$ cat config.mk
export PLATFORM = sky130hd
export DESIGN_NAME = vend_fsm_param_flat
export DESIGN_NICKNAME = d
export VERILOG_FILES = /design/src/rtl/vend_fsm_param_if.sv /design/src/rtl/vend_fsm_param.sv /design/src/flat_wrapper.sv
export SDC_FILE = /design/constraint.sdc
export NUM_CORES = 1
export LEC_CHECK = 0
export CORE_MARGIN = 2
export CORE_UTILIZATION = 60
export DETAILED_ROUTE_END_ITERATION = 6
export PLACE_DENSITY_LB_ADDON = 0.25
export SLEW_MARGIN = 25
export SYNTH_ARGS = -nofsm -noshare
export SYNTH_HDL_FRONTEND = slang
export SYNTH_SLANG_ARGS = --single-unit
$ cat constraint.sdc
create_clock -name clock -period 8.3 [get_ports clock]
set_input_delay 1.66 -clock clock [delete_from_list [all_inputs] [get_ports clock]]
set_output_delay 1.66 -clock clock [all_outputs]
set_load 0.005 [all_outputs]
$ cat src/rtl/vend_fsm_param_if.sv
// vend_fsm_param_if: coin acceptor, product dispenser and change dispenser signals of the vending controller.
interface vend_fsm_param_if #(
   parameter int CREDIT_W = 7
);
   logic [1:0]          coin;
   logic                cancel;
   logic                change_ready;
   logic                vend;
   logic                change_valid;
   logic [1:0]          change_coin;
   logic                coin_reject;
   logic [CREDIT_W-1:0] credit;
   logic [1:0]          state;
   modport master (
      output coin, cancel, change_ready,
      input  vend, change_valid, change_coin, coin_reject, credit, state
   );
   modport slave (
      input  coin, cancel, change_ready,
      output vend, change_valid, change_coin, coin_reject, credit, state
   );
endinterface

$ cat src/rtl/vend_fsm_param.sv
// vend_fsm_param: coin vending controller with binary credit, one-cycle vend pulse
// and greedy coin-by-coin change/refund over a valid/ready handshake.
module vend_fsm_param #(
   parameter int CREDIT_W   = 7,
   parameter int PRICE      = 25,
   parameter int MAX_CREDIT = 100
) (
   input logic              clock,
   input logic              reset,
   vend_fsm_param_if.slave  bus
);
   localparam logic [1:0] IDLE    = 2'b00;
   localparam logic [1:0] COLLECT = 2'b01;
   localparam logic [1:0] VEND    = 2'b10;
   localparam logic [1:0] CHANGE  = 2'b11;
   localparam int W = CREDIT_W + 1;
   logic [1:0]          state_q, state_nx;
   logic [CREDIT_W-1:0] credit_q, credit_nx;
   logic [W-1:0]        coin_val, sum;
   logic                take, accept, reject_nx;
   logic [CREDIT_W-1:0] denom, left_vend, left_change;
   logic [1:0]          code_nx;
   logic                vend_q, valid_q, reject_q;
   logic [1:0]          coin_q;
   // sum is one bit wider than credit so the MAX_CREDIT compare cannot wrap
   always_comb begin
      coin_val    = bus.coin == 2'b01 ? W'(5) : bus.coin == 2'b10 ? W'(10) : bus.coin == 2'b11 ? W'(25) : '0;
      sum         = {1'b0, credit_q} + coin_val;
      take        = bus.coin != 2'b00 && (state_q == IDLE || (state_q == COLLECT && !bus.cancel));
      accept      = take && sum <= W'(MAX_CREDIT);
      reject_nx   = bus.coin != 2'b00 && !accept;
      denom       = credit_q >= CREDIT_W'(25) ? CREDIT_W'(25) : credit_q >= CREDIT_W'(10) ? CREDIT_W'(10) : CREDIT_W'(5);
      left_vend   = credit_q - CREDIT_W'(PRICE);
      left_change = credit_q - denom;
      state_nx    = state_q;
      credit_nx   = credit_q;
      if (accept) begin
         credit_nx = sum[CREDIT_W-1:0];
         state_nx  = sum >= W'(PRICE) ? VEND : COLLECT;
      end else if (state_q == COLLECT && bus.cancel) begin
         state_nx = CHANGE;
      end else if (state_q == VEND) begin
         credit_nx = left_vend;
         state_nx  = left_vend == '0 ? IDLE : CHANGE;
      end else if (state_q == CHANGE && bus.change_ready) begin
         credit_nx = left_change;
         state_nx  = left_change == '0 ? IDLE : CHANGE;
      end
      code_nx = credit_nx >= CREDIT_W'(25) ? 2'b11 : credit_nx >= CREDIT_W'(10) ? 2'b10 : 2'b01;
   end
   // outputs are registered from the next-state values so they align with state
   always_ff @(posedge clock) begin
      if (reset) begin
         state_q  <= IDLE;
         credit_q <= '0;
         vend_q   <= 1'b0;
         valid_q  <= 1'b0;
         coin_q   <= 2'b00;
         reject_q <= 1'b0;
      end else begin
         state_q  <= state_nx;
         credit_q <= credit_nx;
         vend_q   <= state_nx == VEND;
         valid_q  <= state_nx == CHANGE;
         coin_q   <= state_nx == CHANGE ? code_nx : 2'b00;
         reject_q <= reject_nx;
      end
   end
   assign bus.state        = state_q;
   assign bus.credit       = credit_q;
   assign bus.vend         = vend_q;
   assign bus.change_valid = valid_q;
   assign bus.change_coin  = coin_q;
   assign bus.coin_reject  = reject_q;
endmodule

$ cat src/flat_wrapper.sv
// flat-port wrapper written by rule: the top's interface ports become plain ports
module vend_fsm_param_flat 
#(
   parameter int CREDIT_W   = 7,
   parameter int PRICE      = 25,
   parameter int MAX_CREDIT = 100
)
  (clock, reset, bus_coin, bus_cancel, bus_change_ready, bus_vend, bus_change_valid, bus_change_coin, bus_coin_reject, bus_credit, bus_state);
  vend_fsm_param_if #(.CREDIT_W(CREDIT_W)) bus_i ();
  input logic clock;
  input logic reset;
  input wire logic [$bits(bus_i.coin)-1:0] bus_coin;
  input wire logic [$bits(bus_i.cancel)-1:0] bus_cancel;
  input wire logic [$bits(bus_i.change_ready)-1:0] bus_change_ready;
  output wire logic [$bits(bus_i.vend)-1:0] bus_vend;
  output wire logic [$bits(bus_i.change_valid)-1:0] bus_change_valid;
  output wire logic [$bits(bus_i.change_coin)-1:0] bus_change_coin;
  output wire logic [$bits(bus_i.coin_reject)-1:0] bus_coin_reject;
  output wire logic [$bits(bus_i.credit)-1:0] bus_credit;
  output wire logic [$bits(bus_i.state)-1:0] bus_state;
  assign bus_i.coin = bus_coin;
  assign bus_i.cancel = bus_cancel;
  assign bus_i.change_ready = bus_change_ready;
  assign bus_vend = bus_i.vend;
  assign bus_change_valid = bus_i.change_valid;
  assign bus_change_coin = bus_i.change_coin;
  assign bus_coin_reject = bus_i.coin_reject;
  assign bus_credit = bus_i.credit;
  assign bus_state = bus_i.state;
  vend_fsm_param #(.CREDIT_W(CREDIT_W), .PRICE(PRICE), .MAX_CREDIT(MAX_CREDIT)) u_core (.clock(clock), .reset(reset), .bus(bus_i));
endmodule
==> summary.md, run 1 <==
| Metric | Value |
|---|---|
| Status | `completed` |
| Period utilization | `55.08%` |
| Worst-path clk slew | `~0.09 ns` |
| IO buf count | `19` |
| Internal power | `between 400 and 500 uW` |
| Area of the die | `a little over 0.003 sq mm` |
| DR iter-0 viols | `60` |
| Clk_lat worst skew | `between 0.2 and 0.3 ns` |
| Worst reg-to-reg path cell count | `16` |
| Row cnt | `18` |
| Register bit total from synthesis | `14` |
| Nature of the critical path endpoint | `flop` |
| Antenna Nets Post-Route | `0` |
| Hold depth | `3` |
| Setup TNS | `0 ns` |
| Diode count | `0` |
| Dpl cells | `235` |
| Post-synth EDFFs | `0` |
| WL final | `roughly 3900 um` |
| DR pass1 iterations | `4` |
| TritonCTS clock tree | `yes` |
| Area contributors post-synth | `dfxtp_1 18%, ha_1 11%, nor2_1 4.8%` |
| Reg-to-Reg End | `u_core.bus.change_coin[1]` |
| Layout overhead on the synthesized area | `13.07%` |
| Pwr/cell area | `around 490 mW/mm^2` |
| CP arrival | `about 4.7 ns` |
| Cell taking the most area after synthesis | `dfxtp_1` |
| Synth unique cells | `64` |
| Die X | `between 50 and 60 um` |
| Flop2flop setup slack | `between 4 and 5 ns` |
| Synth Flop Type | `dfxtp_1` |
| Nets | `about 230` |
| Sw Ratio | `52.04%` |
| Multi-input gate area in the final layout | `0.001194 sq mm` |
| Relative slew slack | `between 50% and 60%` |
| Final hold violation count | `0` |
| Vias in the first global route | `around 1400` |
| Mapped cell area | `roughly 0.0016 sq mm` |
| Sink Count | `14` |
| Clock power frac | `roughly 5.5%` |
| CP max FO | `15` |
| P_leak | `roughly 0.76 nW` |
| FMAX | `about 220 MHz` |
| Max VDD drop | `approximately 0.33 mV` |
| Clock Skew | `between 0.006 and 0.007 ns` |
| Max Cap Viol | `0` |
| Slew Limit Fails | `0` |
| RD Place Congestion | `between 0.9 and 1` |
| Post-CTS Hold Fix Bufs | `0` |
| Synth async-reset ratio | `0%` |
| Gr ovfl total | `0` |
| Post-CTS sizing | `0` |
| Vias per inst | `6.490` |
| Post-route non-filler standard cell count | `between 200 and 250` |
| Tmin final | `between 4 and 5 ns` |
| Power share of the combinational group | `between 70 and 80%` |
| Starting Density | `63.38%` |
| RR Startpoint | `u_core.bus.credit[1]` |
| Avg WL per Cell | `16.19 um` |
| Post-DP HPWL | `between 2000 and 3000 um` |
| Clk root buf | `clkbuf_4` |
| CP Launch Type | `input port` |
| Post-route DRC | `0` |
| Sequential share of power | `a little under a fifth` |
| CTS H-Tree Depth | `1` |
| Layout cells sized above 1 | `a little over 8%` |
| Slew at the pin closest to its max-slew limit | `between 0.6 and 0.7 ns` |
| DP Area | `approximately 0.0017 sq mm` |
| Initial antenna violation count | `0` |
| Post-route cell area | `approximately 0.0018 sq mm` |
| CORE AREA | `0.002477 sq mm` |
| First-pass GRT wire length | `~6400 um` |
| Reg area | `between 200 and 300 sq um` |
| Post-CTS Setup Repair Bufs | `0` |
| Largest net degree at the start of global routing | `19` |
| Finish-stage setup viols | `0` |
| Core Util, Final | `71.67%` |
| Max Root-Sink Buffers | `2` |
| Req. time, crit path | `8.47 ns` |
| YS warnings | `0` |
| NetSw | `between 400 and 500 uW` |
| Worst Hold Class | `flop to flop` |
| Kind of critical path | `input port to flop` |
| Synthesized net count | `between 200 and 250` |
| Avg Cell Area, Syn | `7.971 sq um` |
| Syn Inst Count | `approximately 200` |
| Die height | `55.16 um` |
| RSZ-0062 raised after global routing | `no` |
| # IOs | `20` |
| Gr usage total | `28.72%` |
| Number of CTS-inserted buffers | `3` |
| Yosys top cell area share | `about 18%` |
| Sequential fraction of the synthesis area | `17.85%` |
| WHS Endpoint | `u_core.bus.credit[0]` |
| Via count | `about 1600` |
| Worst hold path startpoint | `u_core.bus.credit[0]` |
| Number of fillers in the final layout | `approximately 190` |
## power by group through the flow
stage	Combinational (mW)	Clock, mW	Sequential, mW
global route	0.731	0.0510	0.173
global placement	0.624	0	0.164
detailed placement	0.639	0	0.166
finish	0.655	0.0479	0.166
CTS	0.646	0.0484	0.164
floorplan	0.528	0	0.122
## stage by stage
stage          hold WS [ns]  total power, mW  setup slack (ns)
2_1_floorplan        0.7096           0.6494             4.298
3_3_place_gp         0.8500           0.7875             3.626
3_5_place_dp         0.8825           0.8045             3.462
4_1_cts              0.8954           0.8590             3.761
5_1_grt              0.9385           0.9542             3.521
6_report             0.8908           0.8685             3.729
## cell usage after synthesis (all sizes together) (2+ instances only)
master and number:
nor3b 2, xnor2 7, nand2 9, a211o 2
dfxtp 14, o21a 3, ha 14, a211oi 3
or2 3, a21oi 14, inv 10, o21ai 11
nand4 3, nand2b 4, a31oi 5, xor2 4
nor2b 2, nor4 2, o211ai 2, or3 2
nor3 7, fa 2, a22o 2, buf 4
and3 4, and2 2, clkbuf 7, nor2 20
mux2i 6, a311oi 2, a21o 3
## worst max-delay path, stage by stage
cell	delay, ns
clkdlybuf4s50_1	0.48
ha_1	0.27
fa_1	0.44
a21o_1	0.19
a21oi_1	0.19
xnor2_1	0.21
nor3_1	0.11
o21ai_2	0.54
mux2_2	0.41
o21ai_1	0.16
a31oi_1	0.10
## flip-flops by register name, indices dropped and copies added, names as in the netlist
signal and count:
u_core.bus.vend 1, u_core.bus.credit 7, u_core.bus.change_valid 1, u_core.bus.change_coin 2, u_core.bus.coin_reject 1, u_core.bus.state 2
## worst max path at each step
stage / start / end / slack, ns
after floorplan: bus_coin[0] / u_core.bus.change_coin[1] / 4.30
after global placement: bus_coin[0] / u_core.bus.change_coin[0] / 3.63
after detailed placement: bus_coin[0] / u_core.bus.change_coin[0] / 3.46
after CTS: bus_coin[1] / u_core.bus.change_coin[0] / 3.76
after global routing: bus_coin[1] / u_core.bus.change_coin[0] / 3.52
final: bus_coin[0] / u_core.bus.change_coin[0] / 3.73
## final cells by class
class,instances,share of cell area [%]
Timing Repair Buffer,19,10.71
Multi-Input combinational cell,162,67.23
Sequential cell,14,15.79
Clock buffer,4,2.044
Inverter,10,2.114
Tap cell,30,2.114
## metal layers
metal	track usage [%]	wire, um	vias to the layer above
met2	47.62	1796	76
met5	0	0	-
met3	4.570	352	6
met1	38.92	1670	712
met4	6.911	50	0
li1	-	-	757
## cells by family after synthesis
family | after synthesis | synth area share [%]
DFF | 14 | 17.85
AOI/OAI and AO/OA | 63 | 29.96
buffers and inverters | 21 | 6.135
adders and majority gates | 16 | 13.71
and+or+nand+nor | 65 | 21.67
xor gates and xnor gates | 11 | 6.135
muxes | 7 | 4.542
## cell usage in the layout, fill, tap and decap left out, drive strengths merged, types with 2 or more instances in the layout
cell	n
a211o	2
a211oi	3
a21o	3
a21oi	14
a22o	2
a311oi	2
a31oi	5
and2	2
and3	4
clkbuf	4
clkdlybuf4s50	19
dfxtp	14
fa	2
ha	14
inv	10
mux2i	6
nand2	9
nand2b	4
nand4	3
nor2	20
nor2b	2
nor3	7
nor3b	2
nor4	2
o211ai	2
o21a	3
o21ai	11
or2	3
or3	2
xnor2	7
xor2	4
No activity file was read; power rests on OpenSTA's default activity.
==> inputs of run 2 (changes only) <==
--- a/config.mk
+++ b/config.mk
@@ -6,7 +6,7 @@
 export NUM_CORES = 1
 export LEC_CHECK = 0
 export CORE_MARGIN = 2
-export CORE_UTILIZATION = 60
+export CORE_UTILIZATION = 56
 export DETAILED_ROUTE_END_ITERATION = 6
 export PLACE_DENSITY_LB_ADDON = 0.25
 export SLEW_MARGIN = 25
==> constraint.sdc (replaced) <==
create_clock -name clock -period 4.7 [get_ports clock]
set_input_delay 0.94 -clock clock [delete_from_list [all_inputs] [get_ports clock]]
set_output_delay 0.94 -clock clock [all_outputs]
set_load 0.005 [all_outputs]
==> run 2 against run 1 <==
Against the previous run: cell count grew 0.42%; cell area shrank 0.28%; clock-buffer cell count shrank 1; first-iteration DRC count grew 33%; routed wire length grew 5.8%; die area grew 6.6%; combinational power grew 77%; worst setup slack lost 2.9 ns; core utilization shrank 6.3 points; critical path type is now flop to flop; highest routed layer unchanged.
==> summary.md, run 2 (synthesized netlist as in run 1, its figures left out) <==
| Metric | Value |
|---|---|
| Status | `completed (unchanged)` |
| Vias per inst | `6.554 (was 6.490)` |
| TritonCTS clock tree | `yes (unchanged)` |
| DR iter-0 viols | `80 (was 60)` |
| Starting Density | `57.94% (was 63.38%)` |
| Max Cap Viol | `0 (unchanged)` |
| WL final | `4095 um (was 3869 um)` |
| Buf+Inv Stages, Crit Path | `3 (was 1)` |
| Post-CTS Hold Fix Bufs | `0 (unchanged)` |
| Via count | `1573 (was 1551)` |
| DR pass1 iterations | `4 (unchanged)` |
| CP Launch Type | `flop (was input port)` |
| Gr usage total | `25.92% (was 28.72%)` |
| FMAX | `roughly 260 MHz` |
| IO buf count | `19 (unchanged)` |
| Hold slack | `0.9038 ns (was 0.8908 ns)` |
| Sink Count | `14 (unchanged)` |
| Slew Limit Fails | `0 (unchanged)` |
| Critical path's largest stage delay | `0.61 ns (was 0.54 ns)` |
| Tmin final | `about 3.9 ns` |
| Gr ovfl total | `0 (unchanged)` |
| Clock Skew | `0.009363 ns (was 0.006011 ns)` |
| CP max stage cell | `dfxtp_1 (was o21ai_2)` |
| Worst Hold Class | `flop to flop (unchanged)` |
| Post-route non-filler standard cell count | `240 (was 239)` |
| Commonest cells after routing, fill and taps aside | `20 x nor2_1, 19 x clkdlybuf4s50_1, 14 x a21oi_1, 14 x ha_1, 14 x dfxtp_1 (unchanged)` |
| Largest net degree at the start of global routing | `19 (unchanged)` |
| Cell breakdown of the critical path | `inv_1, ha_1, o31ai_1, and2_1, inv_2, nand2_1, inv_1, fa_1, nand2b_1, o2bb2ai_1, mux2i_1, a2111o_1, o21ai_0, o21a_1, or3b_1, o21ba_1 (was clkdlybuf4s50_1, ha_1, fa_1, a21o_1, a21oi_1, xnor2_1, nor3_1, o21ai_2, mux2_2, o21ai_1, a31oi_1)` |
| Pwr/cell area | `856.5 mW/mm^2 (was 489.1 mW/mm^2)` |
| Layout overhead on the synthesized area | `12.75% (was 13.07%)` |
| Worst-path clk slew | `0.08 ns (was 0.09 ns)` |
| Clk root buf | `clkbuf_4 (unchanged)` |
| Max reg flops | `7 (unchanged)` |
| Most common cell after layout, fill and taps aside | `nor2_1 (unchanged)` |
| Die X | `56.96 um (was 55.16 um)` |
| Post-CTS sizing | `0 (unchanged)` |
| Initial antenna violation count | `0 (unchanged)` |
| CTS H-Tree Depth | `1 (unchanged)` |
| Post-route DRC | `0 (unchanged)` |
| Nets | `233 (was 232)` |
| Max Root-Sink Buffers | `2 (unchanged)` |
| Diode count | `0 (unchanged)` |
| Req. time, crit path | `4.93 ns (was 8.47 ns)` |
| Area of the die | `0.003244 sq mm (was 0.003042 sq mm)` |
| Relative slew slack | `54.02% (was 56.02%)` |
| Nature of the critical path endpoint | `flop (unchanged)` |
| Top delay family on crit path | `compound AO/OA/AOI/OAI gates (unchanged)` |
| Clk_lat worst skew | `0.27 ns (about the same)` |
| RD Place Congestion | `0.9340 (was 0.9164)` |
| Setup TNS | `0 ns (unchanged)` |
| Post-DP HPWL | `3169 um (was 2961 um)` |
| Avg WL per Cell | `17.06 um (was 16.19 um)` |
| P_leak | `0.7535 nW (was 0.7554 nW)` |
| Layout cells sized above 1 | `8.134% (unchanged)` |
| Post-CTS Setup Repair Bufs | `0 (unchanged)` |
| Period utilization | `about 83%` |
| Number of CTS-inserted buffers | `3 (unchanged)` |
| CORE AREA | `0.002710 sq mm (was 0.002477 sq mm)` |
| Core Util, Final | `65.33% (was 71.67%)` |
| Max VDD drop | `0.7630 mV (was 0.3316 mV)` |
| Finish-stage setup viols | `0 (unchanged)` |
| RSZ-0062 raised after global routing | `no (unchanged)` |
| Kind of critical path | `flop to flop (was input port to flop)` |
| Final hold violation count | `0 (unchanged)` |
| Cell mode on critical path | `inv_1` |
| First-pass GRT wire length | `6734 um (was 6410 um)` |
| Die height | `56.96 um (was 55.16 um)` |
| Antenna Nets Post-Route | `0 (unchanged)` |
| # IOs | `20 (unchanged)` |
| CP arrival | `4.12 ns (was 4.74 ns)` |
| Vias in the first global route | `1430 (was 1411)` |
| Pre-CTS setup slack | `0.5827 ns (was 3.462 ns)` |
| Dpl cells | `237 (was 235)` |
| Row cnt | `19 (was 18)` |
| CP max FO | `10 (was 15)` |
| Final WS setup | `0.8081 ns (was 3.729 ns)` |
| Slew at the pin closest to its max-slew limit | `0.6896 ns (was 0.6596 ns)` |
[run 2: stage by stage]
| stage | cell area [sq um] | power, mW |
|---|---|---|
| 2_1_floorplan | 1570 | 1.147 |
| 4_1_cts | 1770 | 1.497 |
| 3_5_place_dp | 1748 | 1.430 |
| 5_1_grt | 1770 | 1.651 |
| 6_report | 1770 | 1.516 |
| 3_3_place_gp | 1748 | 1.393 |
[run 2: layout make-up]
| cell class | instances | area (sq um) |
|---|---|---|
| multi-input combinational | 162 | 1194 |
| inverter | 10 | 37.54 |
| tap | 31 | 38.79 |
| sequential | 14 | 280.3 |
| timing repair buffer | 20 | 197.7 |
| clock buffer | 3 | 22.52 |
| fill | 238 | 939.7 |
[run 2: worst paths after layout]
kind,end,slack [ns],cells past startpoint,startpoint
worst min register to register,u_core.bus.state[1],0.90,3,u_core.bus.state[1]
worst min-delay path,u_core.bus.state[1],0.90,3,u_core.bus.state[1]
worst max-delay path,u_core.bus.change_coin[1],0.81,16,u_core.bus.credit[0]
worst max register to register,u_core.bus.change_coin[1],0.81,16,u_core.bus.credit[0]
[run 2: routing by layer]
metal  track usage [%]  part of all wire (%)  vias to the layer above
li1                  -                     -                      754
met1             38.42                    45                      735
met2             41.54                    47                       80
met3             3.628                   7.6                        4
met4             2.990                  0.93                        0
met5                 0                     0                        -
[run 2: power breakdown]
part	internal, mW	leakage (nW)	switching [mW]
clock network	0.0297	0.0138	0.0339
registers	0.164	0.115	0.127
logic	0.527	0.624	0.635
total	0.720	0.753	0.796
[run 2: worst reg2reg max path: stages (launching register included)]
cell,delay (ns)
dfxtp_1,0.61
inv_1,0.19
ha_1,0.24
o31ai_1,0.23
and2_1,0.21
inv_2,0.05
nand2_1,0.11
inv_1,0.07
fa_1,0.43
nand2b_1,0.16
o2bb2ai_1,0.20
mux2i_1,0.19
a2111o_1,0.14
o21ai_0,0.13
o21a_1,0.24
or3b_1,0.42
o21ba_1,0.22
==> inputs of run 3 (changes only) <==
==> constraint.sdc (replaced) <==
create_clock -name clock -period 3.6 [get_ports clock]
set_input_delay 0.72 -clock clock [delete_from_list [all_inputs] [get_ports clock]]
set_output_delay 0.72 -clock clock [all_outputs]
set_load 0.005 [all_outputs]
==> run 3 against run 2 <==
Against the previous run: die area unchanged; first-iteration DRC count up 100%; core utilization is 9.1 points higher; global-route usage up 4.9 points.
==> summary.md, run 3 (synthesized netlist as in run 1, its figures left out) <==
| Metric | Value |
|---|---|
| Status | `completed (unchanged)` |
| Top delay family on crit path | `compound AO/OA/AOI/OAI gates (unchanged)` |
| Area of the die | `0.003244 sq mm (unchanged)` |
| Cell breakdown of the critical path | `clkdlybuf4s50_1, nor2b_1, ha_1, a211o_1, o21ai_1, xnor2_1, nor3_1, o21ai_2, buf_12, mux2i_1, o21ai_0, o21ba_1 (was inv_1, ha_1, o31ai_1, and2_1, inv_2, nand2_1, inv_1, fa_1, nand2b_1, o2bb2ai_1, mux2i_1, a2111o_1, o21ai_0, o21a_1, or3b_1, o21ba_1)` |
| Clk root buf | `clkbuf_4 (unchanged)` |
| Die X | `56.96 um (unchanged)` |
| DR pass1 iterations | `5 (was 4)` |
| Layout cells sized above 1 | `21.55% (was 8.134%)` |
| WL final | `4871 um (was 4095 um)` |
| RR Startpoint | `u_core.bus.credit[1] (was u_core.bus.credit[0])` |
| Nature of the critical path endpoint | `flop (unchanged)` |
| Tmin final | `3.437 ns` |
| Sink Count | `14 (unchanged)` |
| Slew at the pin closest to its max-slew limit | `0.5957 ns (was 0.6896 ns)` |
| CP max FO | `8 (was 10)` |
| Clk_lat worst skew | `0.30 ns (was 0.27 ns)` |
| Diode count | `0 (unchanged)` |
| Worst reg-to-reg path cell count | `17 (was 16)` |
| Met2 WL | `2338 um (was 1916 um)` |
| IO buf count | `19 (unchanged)` |
| RD Place Congestion | `0.9368 (was 0.9340)` |
| Relative slew slack | `60.23% (was 54.02%)` |
| Kind of critical path | `input port to flop (was flop to flop)` |
| Post-DP HPWL | `3547 um (was 3169 um)` |
| Finish-stage setup viols | `0 (unchanged)` |
| Gr ovfl total | `0 (unchanged)` |
| Buf+Inv Stages, Crit Path | `2 (was 3)` |
| Pwr/cell area | `1203 mW/mm^2 (was 856.5 mW/mm^2)` |
| FMAX | `~290 MHz` |
| CTS H-Tree Depth | `1 (unchanged)` |
| Number of fillers in the final layout | `194 (was 238)` |
| Avg WL per Cell | `18.52 um (was 17.06 um)` |
| Post-CTS Hold Fix Bufs | `0 (unchanged)` |
| CP max stage cell | `clkdlybuf4s50_1 (was dfxtp_1)` |
| Antenna Nets Post-Route | `0 (unchanged)` |
| CORE AREA | `0.002710 sq mm (unchanged)` |
| Commonest cells after routing, fill and taps aside | `22 x buf_4, 20 x nor2_1, 19 x clkdlybuf4s50_1 (was 20 x nor2_1, 19 x clkdlybuf4s50_1, 14 x a21oi_1, 14 x ha_1, 14 x dfxtp_1)` |
| Flop2flop setup slack | `0.16 ns (was 0.81 ns)` |
| Largest net degree at the start of global routing | `18 (was 19)` |
| Most common cell after layout, fill and taps aside | `buf_4 (was nor2_1)` |
| Final hold violation count | `0 (unchanged)` |
| Critical path's largest stage delay | `0.55 ns (was 0.61 ns)` |
| Via count | `1751 (was 1573)` |
| Worst-path clk slew | `0.09 ns (was 0.08 ns)` |
| Vias in the first global route | `1647 (was 1430)` |
| Slew Limit Fails | `0 (unchanged)` |
| Post-route cell area | `0.002017 sq mm (was 0.001770 sq mm)` |
| M1 WL | `2049 um (was 1828 um)` |
| DP Area | `0.001911 sq mm (was 0.001748 sq mm)` |
| Period utilization | `between 90 and 100%` |
| Initial antenna violation count | `0 (unchanged)` |
| Max reg flops | `7 (unchanged)` |
| Worst Hold Class | `flop to flop (unchanged)` |
| Reg-to-Reg End | `u_core.bus.change_coin[1] (unchanged)` |
| Top Layer Used | `met4 (unchanged)` |
| Max VDD drop | `1.349 mV (was 0.7630 mV)` |
| First-pass GRT wire length | `7921 um (was 6734 um)` |
| Max Cap Viol | `0 (unchanged)` |
| P_leak | `0.8877 nW (was 0.7535 nW)` |
| Gr usage total | `30.78% (was 25.92%)` |
| TritonCTS clock tree | `yes (unchanged)` |
| Number of CTS-inserted buffers | `3 (unchanged)` |
| Critical path destination | `u_core.bus.change_coin[1] (unchanged)` |
| # IOs | `20 (unchanged)` |
| Setup TNS | `0 ns (unchanged)` |
| Pwr Total | `2.427 mW (was 1.516 mW)` |
| Vias per inst | `6.658 (was 6.554)` |
| Post-route DRC | `0 (unchanged)` |
| Clock Skew | `0.003840 ns (was 0.009363 ns)` |
| Row cnt | `19 (unchanged)` |
| Worst Setup SP | `bus_coin[1] (was u_core.bus.credit[0])` |
| Max Root-Sink Buffers | `2 (unchanged)` |
| CP arrival | `3.63 ns (was 4.12 ns)` |
| Die height | `56.96 um (unchanged)` |
| Metal3 WL | `380 um (was 311 um)` |
| Hold depth | `4 (was 3)` |
| DR iter-0 viols | `160 (was 80)` |
| Layout overhead on the synthesized area | `28.45% (was 12.75%)` |
| Levels on crit path | `12 (was 16)` |
| CP Launch Type | `input port (was flop)` |
| Req. time, crit path | `3.80 ns (was 4.93 ns)` |
| Starting Density | `57.94% (unchanged)` |
| Nets | `255 (was 233)` |
==> run 3: cell count changes in the layout (fill, tap and decap cells not counted), sizes merged <==
cell and delta:
buf +22, clkbuf +1
==> run 3: metrics by stage <==
stage	util [%]	setup slack (ns)	hold slack [ns]	instances
5_1_grt	74.42	-0.06292	0.9281	263
2_1_floorplan	-	0.08017	0.7096	197
6_report	74.42	0.1629	0.8560	263
3_3_place_gp	70.50	0.001916	0.8245	257
3_5_place_dp	70.50	-0.08494	0.8197	257
4_1_cts	72.58	0.03693	0.8367	262
==> run 3: cell type report <==
class,instances,area (sq um),share of cell area (%)
multi-input combinational,162,1244,61.66
timing repair buffer,42,375.4,18.61
sequential,14,285.3,14.14
tap,31,38.79,1.923
inverter,10,37.54,1.861
clock buffer,4,36.28,1.799
==> run 3: power by group <==
group / total, mW / switching, mW / internal [mW]
Sequential: 0.304 / 0.0856 / 0.218
Combinational: 2.00 / 1.07 / 0.933
Clock: 0.120 / 0.0580 / 0.0618
Total: 2.43 / 1.21 / 1.21
==> run 3: what timing repair did <==
action,4_1_cts,5_1_grt
buffers inserted,1,1
cloned,0,0
setup endpoints to repair,3,3
pin swaps,2,4
resized for setup,4,10
hold endpoints to repair,0,0
==> run 3: how the worst min path moves through the flow <==
stage,start,to,slack (ns)
2_1_floorplan,u_core.bus.credit[6],u_core.bus.state[0],0.71
3_3_place_gp,u_core.bus.credit[5],u_core.bus.state[0],0.82
3_5_place_dp,u_core.bus.credit[5],u_core.bus.state[0],0.82
4_1_cts,u_core.bus.credit[5],u_core.bus.state[0],0.84
5_1_grt,u_core.bus.credit[1],u_core.bus.credit[1],0.93
6_report,u_core.bus.credit[5],u_core.bus.state[0],0.86
==> run 3: worst min-delay path: stages (launching register included) <==
cell and delay (ns):
dfxtp_1 0.36, buf_4 0.17, a221oi_1 0.11, a21oi_1 0.12
nor2_1 0.05
==> run 3: routing by layer <==
layer,up-vias,global-route usage [%]
met5,-,0
met4,0,11.96
met3,14,2.948
met2,101,48.11
met1,838,43.88
li1,798,-
